<file path="src/rtl/uart_8n1_pkg.sv">
// Shared types and constants for the 8N1 UART slice.
package uart_pkg;

  localparam int DEFAULT_CLKS_PER_BIT = 104;
  localparam int UART_DATA_BITS       = 8;

  typedef enum logic [1:0] {
    RX_IDLE,
    RX_START,
    RX_DATA,
    RX_STOP
  } rx_state_t;

  typedef enum logic [1:0] {
    TX_IDLE,
    TX_START,
    TX_DATA,
    TX_STOP
  } tx_state_t;

endpackage

</file>
<file path="src/rtl/uart_8n1_rx.sv">
// 8N1 receiver: 2-flop synchroniser, mid-bit sampling FSM and baud counter.
module uart_8n1_rx
  import uart_pkg::*;
#(
  parameter int CLKS_PER_BIT = DEFAULT_CLKS_PER_BIT
) (
  input  logic       clk,
  input  logic       rst,
  input  logic       rx,
  input  logic       rx_enable,
  output logic [7:0] rx_byte,
  output logic       byte_available
);

  localparam int CNT_W = $clog2(CLKS_PER_BIT);
  localparam int IDX_W = $clog2(UART_DATA_BITS);
  localparam logic [CNT_W-1:0] CNT_LAST = CNT_W'(CLKS_PER_BIT - 1);
  localparam logic [CNT_W-1:0] CNT_HALF = CNT_W'(CLKS_PER_BIT / 2 - 1);
  localparam logic [IDX_W-1:0] IDX_LAST = IDX_W'(UART_DATA_BITS - 1);

  logic             rx_meta_p0;
  logic             rx_sync_p1;
  rx_state_t        state;
  logic [CNT_W-1:0] cnt;
  logic [IDX_W-1:0] bit_idx;
  logic [7:0]       shreg;
  logic             frame_err;

  // Bring the asynchronous line into the clock domain; idles high.
  always_ff @(posedge clk) begin
    if (rst) begin
      rx_meta_p0 <= 1'b1;
      rx_sync_p1 <= 1'b1;
    end else begin
      rx_meta_p0 <= rx;
      rx_sync_p1 <= rx_meta_p0;
    end
  end

  // Frame FSM: find start edge, confirm at half bit, then sample every bit period.
  always_ff @(posedge clk) begin
    if (rst) begin
      state          <= RX_IDLE;
      cnt            <= '0;
      bit_idx        <= '0;
      frame_err      <= 1'b0;
      rx_byte        <= 8'h00;
      byte_available <= 1'b0;
    end else begin
      byte_available <= 1'b0;
      if (!rx_enable) begin
        state     <= RX_IDLE;
        frame_err <= 1'b0;
      end else begin
        case (state)
          RX_IDLE: begin
            if (!rx_sync_p1) begin
              state   <= RX_START;
              cnt     <= '0;
              bit_idx <= '0;
            end
          end
          RX_START: begin
            if (cnt == CNT_HALF) begin
              cnt   <= '0;
              state <= rx_sync_p1 ? RX_IDLE : RX_DATA;
            end else begin
              cnt <= cnt + 1'b1;
            end
          end
          RX_DATA: begin
            if (cnt == CNT_LAST) begin
              cnt     <= '0;
              shreg   <= {rx_sync_p1, shreg[7:1]};
              bit_idx <= bit_idx + 1'b1;
              if (bit_idx == IDX_LAST) state <= RX_STOP;
            end else begin
              cnt <= cnt + 1'b1;
            end
          end
          RX_STOP: begin
            // A low stop bit parks here until the line is released.
            if (frame_err) begin
              if (rx_sync_p1) begin
                frame_err <= 1'b0;
                state     <= RX_IDLE;
              end
            end else if (cnt == CNT_LAST) begin
              cnt <= '0;
              if (rx_sync_p1) begin
                rx_byte        <= shreg;
                byte_available <= 1'b1;
                state          <= RX_IDLE;
              end else begin
                frame_err <= 1'b1;
              end
            end else begin
              cnt <= cnt + 1'b1;
            end
          end
          default: state <= RX_IDLE;
        endcase
      end
    end
  end

endmodule

</file>
<file path="src/rtl/uart_8n1.sv">
// Full-duplex 8N1 UART: receiver sub-module plus inline transmitter.
module uart_8n1
  import uart_pkg::*;
#(
  parameter int CLKS_PER_BIT = DEFAULT_CLKS_PER_BIT
) (
  input  logic       clk,
  input  logic       rst,
  input  logic       rx,
  output logic       tx,
  input  logic       rx_enable,
  output logic [7:0] rx_byte,
  output logic       byte_available,
  input  logic [7:0] tx_byte,
  input  logic       tx_enable,
  output logic       tx_busy
);

  localparam int CNT_W = $clog2(CLKS_PER_BIT);
  localparam int IDX_W = $clog2(UART_DATA_BITS);
  localparam logic [CNT_W-1:0] CNT_LAST = CNT_W'(CLKS_PER_BIT - 1);
  localparam logic [IDX_W-1:0] IDX_LAST = IDX_W'(UART_DATA_BITS - 1);

  tx_state_t        tx_state;
  logic [CNT_W-1:0] tx_cnt;
  logic [IDX_W-1:0] tx_bit_idx;
  logic [7:0]       tx_shreg;

  uart_8n1_rx #(
    .CLKS_PER_BIT(CLKS_PER_BIT)
  ) u_rx (
    .clk           (clk),
    .rst           (rst),
    .rx            (rx),
    .rx_enable     (rx_enable),
    .rx_byte       (rx_byte),
    .byte_available(byte_available)
  );

  // Transmit FSM: each state holds its line level for exactly one bit period.
  always_ff @(posedge clk) begin
    if (rst) begin
      tx_state   <= TX_IDLE;
      tx_cnt     <= '0;
      tx_bit_idx <= '0;
      tx         <= 1'b1;
      tx_busy    <= 1'b0;
    end else begin
      case (tx_state)
        TX_IDLE: begin
          tx <= 1'b1;
          if (tx_enable) begin
            tx_shreg <= tx_byte;
            tx_busy  <= 1'b1;
            tx       <= 1'b0;
            tx_cnt   <= '0;
            tx_state <= TX_START;
          end
        end
        TX_START: begin
          if (tx_cnt == CNT_LAST) begin
            tx_cnt     <= '0;
            tx_bit_idx <= '0;
            tx         <= tx_shreg[0];
            tx_state   <= TX_DATA;
          end else begin
            tx_cnt <= tx_cnt + 1'b1;
          end
        end
        TX_DATA: begin
          if (tx_cnt == CNT_LAST) begin
            tx_cnt <= '0;
            if (tx_bit_idx == IDX_LAST) begin
              tx       <= 1'b1;
              tx_state <= TX_STOP;
            end else begin
              tx         <= tx_shreg[1];
              tx_shreg   <= {1'b0, tx_shreg[7:1]};
              tx_bit_idx <= tx_bit_idx + 1'b1;
            end
          end else begin
            tx_cnt <= tx_cnt + 1'b1;
          end
        end
        TX_STOP: begin
          if (tx_cnt == CNT_LAST) begin
            tx_cnt   <= '0;
            tx_busy  <= 1'b0;
            tx_state <= TX_IDLE;
          end else begin
            tx_cnt <= tx_cnt + 1'b1;
          end
        end
        default: tx_state <= TX_IDLE;
      endcase
    end
  end

endmodule

</file>
<file path="config.mk">
export PLATFORM = sky130hd
export DESIGN_NAME = uart_8n1
export DESIGN_NICKNAME = d
export VERILOG_FILES = /design/src/rtl/uart_8n1_pkg.sv /design/src/rtl/uart_8n1_rx.sv /design/src/rtl/uart_8n1.sv
export SDC_FILE = /design/constraint.sdc
export NUM_CORES = 1
export LEC_CHECK = 0
export CAP_MARGIN = 10
export CORE_UTILIZATION = 45
export DETAILED_ROUTE_END_ITERATION = 8
export SYNTH_ARGS = -nofsm -noshare
export SYNTH_HDL_FRONTEND = slang
export SYNTH_SLANG_ARGS = --single-unit
</file>
<file path="constraint.sdc">
create_clock -name clk -period 2.7 [get_ports clk]
set_input_delay 0.54 -clock clk [delete_from_list [all_inputs] [get_ports clk]]
set_output_delay 0.54 -clock clk [all_outputs]
set_load 0.02 [all_outputs]
</file>
# Word level (Yosys, flattened, before mapping)

Cells that the tools add are included.

Output and inout bits: 11
Word-level logic and storage cells: 113
Register bits after elaboration: 54
Input bits: 13

Add/sub/neg operators: 4
Bitwise operators: 5
Reductions and logical operators: 20
Equality and inequality tests: 23
Multiplexer cells: 46

Operators by type and width:

| operator                                                               | number |
|---|---|
| 7-bit two-way mux                                                      | 6 |
| 7-bit one-hot mux with 4 select lines                                  | 1 |
| 2-bit two-way mux                                                      | 13 |
| 8-bit two-way mux                                                      | 3 |
| 5-bit AND reduction                                                    | 4 |
| 2-bit != test (second input constant)                                  | 8 |
| 2-bit one-hot mux with 4 select lines                                  | 2 |
| 8-bit one-hot mux with 2 select lines                                  | 1 |
| 3-bit two-way mux                                                      | 5 |
| 7-bit by 1-bit adder with 7-bit output (second input constant)         | 2 |
| 7-bit equality test (second input constant)                            | 2 |
| 7-bit one-hot mux with 2 select lines                                  | 1 |
| 3-bit one-hot mux with 2 select lines                                  | 2 |
| 4-bit AND reduction                                                    | 3 |
| 1-bit two-way mux                                                      | 10 |
| 3-bit AND reduction                                                    | 3 |
| 2-bit equality test (second input constant)                            | 4 |
| 2-bit nonzero test                                                     | 4 |
| 7-bit by 6-bit equality test with 1-bit output (second input constant) | 1 |
| 3-bit by 1-bit adder with 3-bit output (second input constant)         | 2 |
| 3-bit equality test (second input constant)                            | 2 |
| 2-bit by 1-bit != test with 1-bit output (second input constant)       | 3 |
| 1-bit inverter                                                         | 5 |
| 5-bit OR reduction                                                     | 1 |
| 8 further kinds                                                        | 10 |

# Depth between registers and ports, before layout

Word-level depth: 4
Mapped depth: 7
Gate-level depth less buffers: 6

# Hierarchy

Synthesis repeated with hierarchy kept, for this count alone.

Cells, all modules: 264
Area total of the unflattened synthesis: 2,673.8 µm²

By module, submodules not included:

| module      | seq. area each (µm²) | times used | area each (µm²) | cells each |
|---|---|---|---|---|
| uart_8n1_rx | 720.7                | 1          | 1,420.1         | 140 |
| uart_8n1    | 520.5                | 1          | 1,253.7         | 124 |

# Worst setup path before layout

Ideal clock, no wire load.

Path kind: flip-flop to flip-flop
Start point: reg u_rx.cnt[0]
End point: reg u_rx.shreg[0], enable pin
Required time: 2.312 ns
Arrival time: 1.638 ns
Clock period less this slack: 2.026 ns
Setup time: 0.388 ns
Cell stages (with the launch flop): 6
Buffers on the path: 1
Slack: 0.674 ns
Path through: dfxtp_1 -> ha_1 -> and2_1 -> clkbuf_2 -> nand3_1 -> nor3_1

Cells in the longest elaborated chain, start to end: 2

RTL lines:

| item                          | RTL line          | text |
|---|---|---|
| from (decl)                   | uart_8n1_rx.sv:24 | `logic [CNT_W-1:0] cnt;` |
| from (signal assigned)        | uart_8n1_rx.sv:68 | `cnt <= cnt + 1'b1;` |
| from (signal assigned)        | uart_8n1_rx.sv:78 | `cnt <= cnt + 1'b1;` |
| from (signal assigned)        | uart_8n1_rx.sv:98 | `cnt <= cnt + 1'b1;` |
| 7-bit equality test           | uart_8n1_rx.sv:72 | `if (cnt == CNT_LAST) begin` |
| 4-bit AND reduction (no line) | --                |  |
| to (signal assigned)          | uart_8n1_rx.sv:74 | `shreg <= {rx_sync_p1, shreg[7:1]};` |
| to (decl)                     | uart_8n1_rx.sv:26 | `logic [7:0] shreg;` |

Every way passes these cells.
A chain may end at the register's enable or synchronous reset.

# Worst setup path in the final report

Start point: reg tx_state[0]
End point: reg tx_shreg[2], enable pin

Cells in the longest elaborated chain, start to end: 3
Elaborated cells between the ends (all ways): 7
Those cells by class: 4 x eq/ne; 3 x reduce/logical

RTL lines:

| item                                                          | RTL line       | text |
|---|---|---|
| from (decl)                                                   | uart_8n1.sv:24 | `tx_state_t tx_state;` |
| from (signal assigned)                                        | uart_8n1.sv:43 | `tx_state <= TX_IDLE;` |
| from (signal assigned)                                        | uart_8n1.sv:57 | `tx_state <= TX_START;` |
| from (signal assigned)                                        | uart_8n1.sv:65 | `tx_state <= TX_DATA;` |
| 2-bit equality test or 2-bit zero test (tied branches)        | uart_8n1.sv:49 | `case (tx_state)` |
| 2-bit != test (no line) or 2-bit nonzero test (tied branches) | --             |  |
| 5-bit AND reduction (no line) (*)                             | --             |  |
| to (signal assigned)                                          | uart_8n1.sv:53 | `tx_shreg <= tx_byte;` |
| to (signal assigned)                                          | uart_8n1.sv:78 | `tx_shreg <= {1'b0, tx_shreg[7:1]};` |
| to (decl)                                                     | uart_8n1.sv:27 | `logic [7:0] tx_shreg;` |

Every way passes the cells marked *; elsewhere a longest branch is shown, timed or not.

==> results.ini <==
[sta]
final.period_utilization_pct=75.8
hold_ws_ns=0.410
fmaxAchievable_ghz=0.489
setup_viol=0
fin_crit_ns=2.05
worst_pin_slew_ns=0.506
hold_viol_final=0
slew_violations=0
slew_headroom_pct=66.3
tns_ns=0
rsz0062_at_grt=no
finClkSkew_ns=0.00802

[cells_and_area]
nNetsFinal=300
drive_above_1_share_pct=14.7
fill_cells=517
diodes=0
fin_area_sq_um=3000
layout_commonest_cell=dfxtp_1
syn2layout_area_growth_pct=14.5
mostFrequentLayoutCells=dfxtp_1 (38), nor2_1 (23), clkdlybuf4s50_1 (23)

[synthesis]
mappedNetlistNets=275
synthFlopType=dfxtp_1
yosysTopAreaCell=dfxtp_1
yosys-top-cells-area=dfxtp_1 (29%), edfxtp_1 (18%), ha_1 (4.8%)
yosysTopAreaCellShare_pct=29.0
ys_types=65
synth.cell_area_sq_um=2620
seq_area_frac_synth_pct=47.4
ys_ff_latch=54
yosys_warnings=0
async_reset_ff_share_pct=0
syn_area_per_cell_sq_um=10.4
syn_inst=252
synth_edf_count=16

[cts]
cts_tree=done
ctsResizeCount=0
clock_path_buffers=2
clockRootBuffer=clkbuf_8
clk_latency_ns=0.32
clock_sinks=54
clk_pin_slew_ns=0.10
cts_setup_buffers=0
h-tree-depth=2
cts_made_buffers=5
cts_hold_buf=0

[outcome]
outcome=complete, no violations

[power_and_ir_drop]
ir_drop_uv=378
p_leak_nw=1.12
p_per_area_nw_per_um2=666

[setup_path]
worstSetupStartpointType=flip-flop
crit_arrival_ns=2.04
critPathMaxFanout=14
required_ns=2.69
endpoint_kind=flip-flop
critPathKind=flip-flop to flip-flop

[placement]
portBuffers=23
placed_area_sq_um=2910
dpl.hpwl_um=3390
gp_congestion=0.782

[global_routing]
grt_pass1_wl_um=8690
grt.met1_usage_pct=22.8
grt_start_max_net_pins=20
grt_use_total_pct=18.0
grt_pass1_vias=1923
grt_use_met3_pct=3.72
antenna_found_initial=0
grt.busiest_layer=met2
grt_util_met2_pct=29.3
grt_remaining_overflow=0

[floorplanning]
die_h_um=78.3
die_x_um=78.3
rows=27
start_util_pct=47.0
ios=24
die_area_sq_um=6130
core_area_sq_um=5570

[detailed_routing]
drt_iter0_drc=70
wl_per_cell_um=13.6
drc=0
drt_wl_total_um=4770
ant_nets=0
firstDrtPassIters=4
vias=1962
vias_per_cell=5.61

[worst_hold_path]
hold_class=flip-flop to flip-flop

[flow_run]
max_cap_violations=0

-- synth_stat cells (2+ instances only) --
cell,n
mux2_2,8
a31oi_1,4
nor3b_1,2
nor2b_1,6
clkbuf_1,4
nand3b_1,2
and4bb_2,2
o21ai_0,6
mux2i_1,10
xor2_1,2
and3_1,3
dfxtp_1,38
and2_1,5
nor2_1,23
a2111oi_0,2
buf_2,2
or2_2,3
nand4_1,3
edfxtp_1,16
or3_1,5
a22o_1,2
inv_1,6
nand2_1,16
nor3_1,4
nand3_1,13
ha_1,10
a21oi_1,14
o31ai_1,3
clkbuf_8,2
-- state kept, by name, summed over array words and instances, names as in the netlist, named ones only --
| register | cells |
|---|---|
| u_rx.state | 1 |
| tx_bit_idx | 3 |
| u_rx.rx_byte | 8 |
| u_rx.frame_err | 1 |
| u_rx.rx_meta_p0 | 1 |
| tx_cnt | 7 |
| u_rx.rx_sync_p1 | 1 |
| u_rx.shreg | 8 |
| u_rx.byte_available | 1 |
| tx_state | 2 |
| tx_shreg | 8 |
| u_rx.cnt | 7 |
| u_rx.bit_idx | 3 |
| tx_busy | 1 |
| tx | 1 |
-- critical path, stage by stage, from the launching register on --
cell	delay, ns
dfxtp_1	0.37
inv_1	0.10
ha_1	0.37
nor2b_1	0.25
nor3_1	0.25
and2_1	0.38
-- power breakdown --
part / switching, W / leakage [nW] / internal, W
clock: 0.000290 / 0.0491 / 0.000191
sequential: 0.0000366 / 0.454 / 0.000926
combinational: 0.000306 / 0.616 / 0.000247
-- final cells by class --
class / instances / area (sq um) / share of cell area (%)
Clock inverter: 3 / 26.3 / 0.876
Inverter: 6 / 22.5 / 0.751
Clock buffer: 5 / 68.8 / 2.29
Tap cell: 72 / 90.1 / 3.00
Multi-Input combinational cell: 179 / 1260 / 42.0
Sequential cell: 54 / 1240 / 41.4
Timing Repair Buffer: 31 / 290 / 9.67
-- stage by stage --
stage	total power (W)	instances	utilization (%)	setup slack, ns
global placement	0.00153	342	52.1	0.484
global route	0.00213	350	53.8	0.429
detailed placement	0.00153	342	52.1	0.435
finish	0.00200	350	53.8	0.655
CTS	0.00202	350	53.8	0.618
floorplan	0.00139	252	-	0.674
-- routing by layer --
layer  up-vias  part of all wire [%]
li1        980                     -
met1       941                    49
met2        33                    46
met3         8                   3.0
met4         0                   1.8
met5         -                     0
-- cells by family after synthesis --
kind of cell / after synthesis / share of synthesized area (%)
multiplexers: 18 / 7.26
adder cells (fa/ha/maj): 10 / 4.78
XOR/XNOR: 2 / 0.669
AND/OR/NAND/NOR: 99 / 20.9
AO/OA/AOI/OAI: 50 / 14.5
buffers and inverters: 19 / 4.49
flip-flops: 54 / 47.4
-- worst paths after layout --
kind | from | end | slack [ns] | depth (start not counted)
worst max-delay path | tx_state[0]$_SDFFE_PP0P_ | tx_shreg[2]$_DFFE_PP_ | 0.65 | 5
worst min-delay path | u_rx.rx_meta_p0$_SDFF_PP1_ | u_rx.rx_sync_p1$_SDFF_PP1_ | 0.41 | 1
worst max register to register | tx_state[0]$_SDFFE_PP0P_ | tx_shreg[2]$_DFFE_PP_ | 0.65 | 5
worst min register to register | u_rx.rx_meta_p0$_SDFF_PP1_ | u_rx.rx_sync_p1$_SDFF_PP1_ | 0.41 | 1
(Power assumes the default switching activity.)
